===== src/rtl/alu_pkg.sv =====
// Shared definitions for the four-function ALU: operation encoding and default width.
package alu_pkg;

    localparam int unsigned ALU_WIDTH = 32;

    typedef enum logic [1:0] {
        ALU_ADD = 2'b00,
        ALU_SUB = 2'b01,
        ALU_AND = 2'b10,
        ALU_OR  = 2'b11
    } alu_op_t;

endpackage


===== src/rtl/alu_addsub.sv =====
// Shared adder/subtractor: b is inverted and sub drives the carry-in, so SUB is a + ~b + 1.
module alu_addsub #(
    parameter int unsigned WIDTH = 32
) (
    input  logic [WIDTH-1:0] a,
    input  logic [WIDTH-1:0] b,
    input  logic             sub,
    output logic [WIDTH-1:0] sum,
    output logic             cout,
    output logic             ovf
);

    logic [WIDTH-1:0] b_eff;
    logic [WIDTH:0]   full;

    always_comb begin
        b_eff = sub ? ~b : b;
        full  = {1'b0, a} + {1'b0, b_eff} + {{WIDTH{1'b0}}, sub};
        sum   = full[WIDTH-1:0];
        cout  = full[WIDTH];
        // Overflow when both effective operands share a sign that the sum does not.
        ovf   = ~(a[WIDTH-1] ^ b[WIDTH-1] ^ sub) & (a[WIDTH-1] ^ full[WIDTH-1]);
    end

endmodule


===== src/rtl/alu_4f_32.sv =====
// Four-function ALU (ADD/SUB/AND/OR) with N/Z/C/V flags; result and flags registered together.
module alu_4f_32
    import alu_pkg::*;
#(
    parameter int unsigned WIDTH = ALU_WIDTH
) (
    input  logic             clk,
    input  logic             reset,
    input  logic [WIDTH-1:0] a,
    input  logic [WIDTH-1:0] b,
    input  logic [1:0]       control,
    output logic [WIDTH-1:0] result,
    output logic             n,
    output logic             z,
    output logic             c,
    output logic             v
);

    alu_op_t          op;
    logic [WIDTH-1:0] sum;
    logic             cout;
    logic             ovf;
    logic [WIDTH-1:0] res_d;
    logic             n_d;
    logic             z_d;
    logic             c_d;
    logic             v_d;

    alu_addsub #(
        .WIDTH (WIDTH)
    ) u_addsub (
        .a    (a),
        .b    (b),
        .sub  (control[0]),
        .sum  (sum),
        .cout (cout),
        .ovf  (ovf)
    );

    always_comb begin
        op    = alu_op_t'(control);
        res_d = '0;
        c_d   = 1'b0;
        v_d   = 1'b0;
        unique case (op)
            ALU_ADD, ALU_SUB: begin
                res_d = sum;
                c_d   = cout;
                v_d   = ovf;
            end
            ALU_AND: res_d = a & b;
            ALU_OR:  res_d = a | b;
            default: res_d = '0;
        endcase
        n_d = res_d[WIDTH-1];
        z_d = (res_d == '0);
    end

    always_ff @(posedge clk or posedge reset) begin
        if (reset) begin
            result <= '0;
            n      <= 1'b0;
            z      <= 1'b0;
            c      <= 1'b0;
            v      <= 1'b0;
        end else begin
            result <= res_d;
            n      <= n_d;
            z      <= z_d;
            c      <= c_d;
            v      <= v_d;
        end
    end

endmodule


===== config.mk =====
export PLATFORM = sky130hd
export DESIGN_NAME = alu_4f_32
export DESIGN_NICKNAME = d
export VERILOG_FILES = /design/src/rtl/alu_pkg.sv /design/src/rtl/alu_addsub.sv /design/src/rtl/alu_4f_32.sv
export SDC_FILE = /design/constraint.sdc
export NUM_CORES = 1
export LEC_CHECK = 0
export BUFFER_PORTS_ARGS = -buffer_cell sky130_fd_sc_hd__buf_2
export CAP_MARGIN = 20
export CORE_UTILIZATION = 28
export CTS_CLUSTER_SIZE = 28
export DETAILED_ROUTE_END_ITERATION = 10
export SYNTH_ARGS = -nofsm -noshare
export SYNTH_HDL_FRONTEND = slang
export SYNTH_SLANG_ARGS = --single-unit

===== constraint.sdc =====
create_clock -name clk -period 1 [get_ports clk]
set_input_delay 0.2 -clock clk [delete_from_list [all_inputs] [get_ports clk]]
set_output_delay 0.2 -clock clk [all_outputs]
set_load 0.005 [all_outputs]

==> flow_summary.toml <==
[route]
wl_met1_mm = 7.01
drt-wirelength-per-cell_um = 16.6
dr_total_vias = 4938
met3_length_um = 876
routed-wl-met2_mm = 7.93
finalWirelength_mm = 16.2
top_layer_used = "met4"
drt_first_iter_violations = 312
final_antenna_net_count = 0
drc = 0
via_per_inst = 5.07
first_pass_iters = 4

[layout]
drive_gt1_share_pct = 61.4
seq_area_um2 = 876
nets = 901
multi_input_area_um2 = 3790
stdcell_count = 974
diodes = 0
area_growth_pct = 96.6
nFillCells = 1118

[place]
globalplace.congestion = 0.914
dp_cells = 898
io_buffers = 103
hpwlAfterDp_mm = 11.4

[sta]
setup_viol_count_final = 35
worstMarginPinSlew_ps = 388
fmax_ghz = 0.307
worst_slack_ps = -2260
hold_viol_final = 0
setup_tns_ps = -42670
drv_slew = 0
final.min_clock_period_ps = 3260
rsz0062_at_grt = "true"
fin_crit_sh_pct = 326
maxSlewHeadroom_pct = 74.0

[yosys]
async_flop_share_pct = 100
synth_fa_ha_area_share_pct = 18.4
synth_top_family_by_area = "compound AO/OA/AOI/OAI gates"
synth_area_um2 = 3900
synth_cells = 472
ys_seq_area_share_pct = 22.5
synthMostInstantiatedCell = "nand2_1"
yosys_most_used_dff = "dfrtp_1"
synth_xor_xnor_area_share_pct = 12.4
syn_nets = 576
synth_top_area_cell = "dfrtp_1"
ys_top_cells_by_area = "dfrtp_1 (22%), ha_1 (11%), xor2_1 (10%), maj3_1 (6.7%), nand2_1 (5.0%)"
ys_ff_latch = 35
synth_edf_count = 0
synth_cell_types = 68
synth_compound_area_share_pct = 24.7
muxShareOfSynthArea_pct = 1.19
synth_area_per_cell_um2 = 8.26
synth-simple-area-share_pct = 16.7
synth.top_cell.area_share_pct = 22.5
synth_top_cells_by_count = "nand2_1 (52), xor2_1 (46), a21oi_1 (35), dfrtp_1 (35), ha_1 (35)"
yosysWarningCount = 0

[power]
power_density_nw_per_um2 = 1230
total_power_mw = 9.41
p_clk_share_pct = 15.0
ir_worst_vdd_uv = 666
p_sw_mw = 3.50
pwr-share-seq_pct = 18.5
netSwitchingFraction_pct = 37.1
p_leak_nw = 3.56
combPwrFrac_pct = 66.4
intPower_mw = 5.92

[floorplan]
rows = 42
ios = 104
dieHeight_um = 120
die-area_um2 = 14400
core_area_um2 = 13400
fp.dieW_um = 120
start_util_pct = 29.1

[flow_run]
drv_cap = 0

[status]
violations = "setup timing"
status = "finished with violations"

[critical_path]
worstSetupPathType = "in -> reg"
crit_required_ps = 1170
crit_fanout = 8
endpoint_kind = "register"
crit_path_start_kind = "primary input"
cp.arrival_ps = 3430

[clock_tree]
tritoncts = "yes"
numCtsBuffers = 5
clk_pin_slew_worst_paths_ps = 50
cts_buffer_depth = 2
cts_sinks = 35
htreeDepth = 2
cts_root_buf = "clkbuf_16"

[global_route]
grt_pass1_wl_mm = 23.8
antenna_found_initial = 0
grt_usage_pct = 20.8
grt_remaining_overflow = 0
grt_max_degree = 36
grt_pass1_vias = 4834

[min_path]
hold_class = "in -> reg"
path summary, 6_finish.rpt:
kind,from,endpoint,slack (ps),depth (start not counted)
hold / removal,control[1],result[6],330,3
setup / recovery,control[0],z,-2260,14
min in group asynchronous,reset,result[10],520,4
max in group asynchronous,reset,result[30],300,4
sequential cells by signal, indices dropped and copies added (netlist names):
signal and flops:
c 1, v 1, n 1, result 31, z 1
logic make-up after synthesis:
| kind of cell | Yosys count |
|---|---|
| multiplexers | 4 |
| AO/OA/AOI/OAI | 144 |
| flip-flops | 35 |
| AND/OR/NAND/NOR | 133 |
| XOR/XNOR | 55 |
| buffers and inverters | 39 |
| adder cells (fa/ha/maj) | 62 |
final cells by class:
cell class	instances	share of cell area, %
sequential	35	11.4
inverter	15	0.734
timing repair buffer	342	33.8
multi-input combinational	398	49.4
tap	176	2.87
clock inverter	1	0.0653
clock buffer	7	1.73
metal layers:
metal | GRT usage [%] | vias up
li1 | - | 2376
met1 | 27.1 | 2380
met2 | 35.3 | 150
met3 | 1.95 | 32
met4 | 7.58 | 0
met5 | 0 | -
worst max-delay path: stages:
cell	delay, ps
buf_12	130
buf_12	150
xor2_2	240
ha_2	360
nand2_1	90
o211ai_1	130
a221o_1	370
a21oi_2	230
a21boi_4	120
o41ai_2	260
xor2_1	200
o21ai_2	100
or4bb_1	530
nor4b_2	290
power by group through the flow:
stage / clock (mW) / combinational, mW / sequential [mW]
after global placement: 0 / 4.31 / 1.77
final: 1.41 / 6.25 / 1.74
after global routing: 1.52 / 6.62 / 1.77
after detailed placement: 0 / 4.37 / 1.77
after CTS: 1.45 / 5.54 / 1.75
after floorplan: 0 / 2.21 / 1.79
cells in the final DEF (no fill, tap or decap), types with 3 or more instances in the layout:
| cell type | Yosys | final |
|---|---|---|
| nor3_4 | 0 | 3 |
| a21oi_1 | 35 | 11 |
| inv_1 | 15 | 13 |
| clkbuf_16 | 0 | 5 |
| nor3_1 | 13 | 6 |
| buf_2 | 4 | 101 |
| nand3_1 | 7 | 6 |
| buf_8 | 0 | 3 |
| nor2b_1 | 4 | 4 |
| a31oi_1 | 4 | 3 |
| nand4_1 | 7 | 7 |
| buf_12 | 0 | 8 |
| buf_6 | 1 | 36 |
| a21oi_4 | 0 | 6 |
| nand2_4 | 0 | 3 |
| xor2_1 | 46 | 32 |
| nor3_2 | 0 | 4 |
| a21oi_2 | 3 | 21 |
| xnor2_1 | 9 | 3 |
| a21o_1 | 15 | 15 |
| a211o_1 | 3 | 3 |
| o21ai_2 | 0 | 13 |
| a21boi_1 | 2 | 3 |
| ha_1 | 35 | 19 |
| buf_4 | 1 | 191 |
| xor2_2 | 0 | 12 |
| dfrtp_1 | 35 | 35 |
| o21ai_4 | 0 | 3 |
| o21ai_1 | 2 | 8 |
| o21ai_0 | 30 | 8 |
| o21a_1 | 6 | 6 |
| xnor2_2 | 0 | 6 |
| maj3_1 | 26 | 26 |
| nor2_1 | 25 | 22 |
| and3_4 | 1 | 4 |
| nand2_2 | 1 | 8 |
| ha_2 | 0 | 6 |
| o211ai_1 | 4 | 4 |
| nand2_1 | 52 | 42 |
| ha_4 | 0 | 10 |
per-stage QoR:
step                      hold slack (ps)  util [%]  area, um^2  worst slack [ps]
after floorplan                       354         -        4090             -2790
after global placement                252      44.6        5970             -2620
after detailed placement              258      44.6        5970             -2700
after CTS                             326      53.6        7180             -2240
after global routing                  340      57.2        7670             -2370
final                                 331      57.2        7670             -2260
what timing repair did:
action,in CTS,in global routing
setup buffers,46,30
pin swaps,74,72
setup endpoints to repair,36,39
endpoints found under the hold margin,35,0
gates resized for setup,144,74
gates cloned,2,0
hold buffers,1,0
Power figures use the tool's default switching activity.
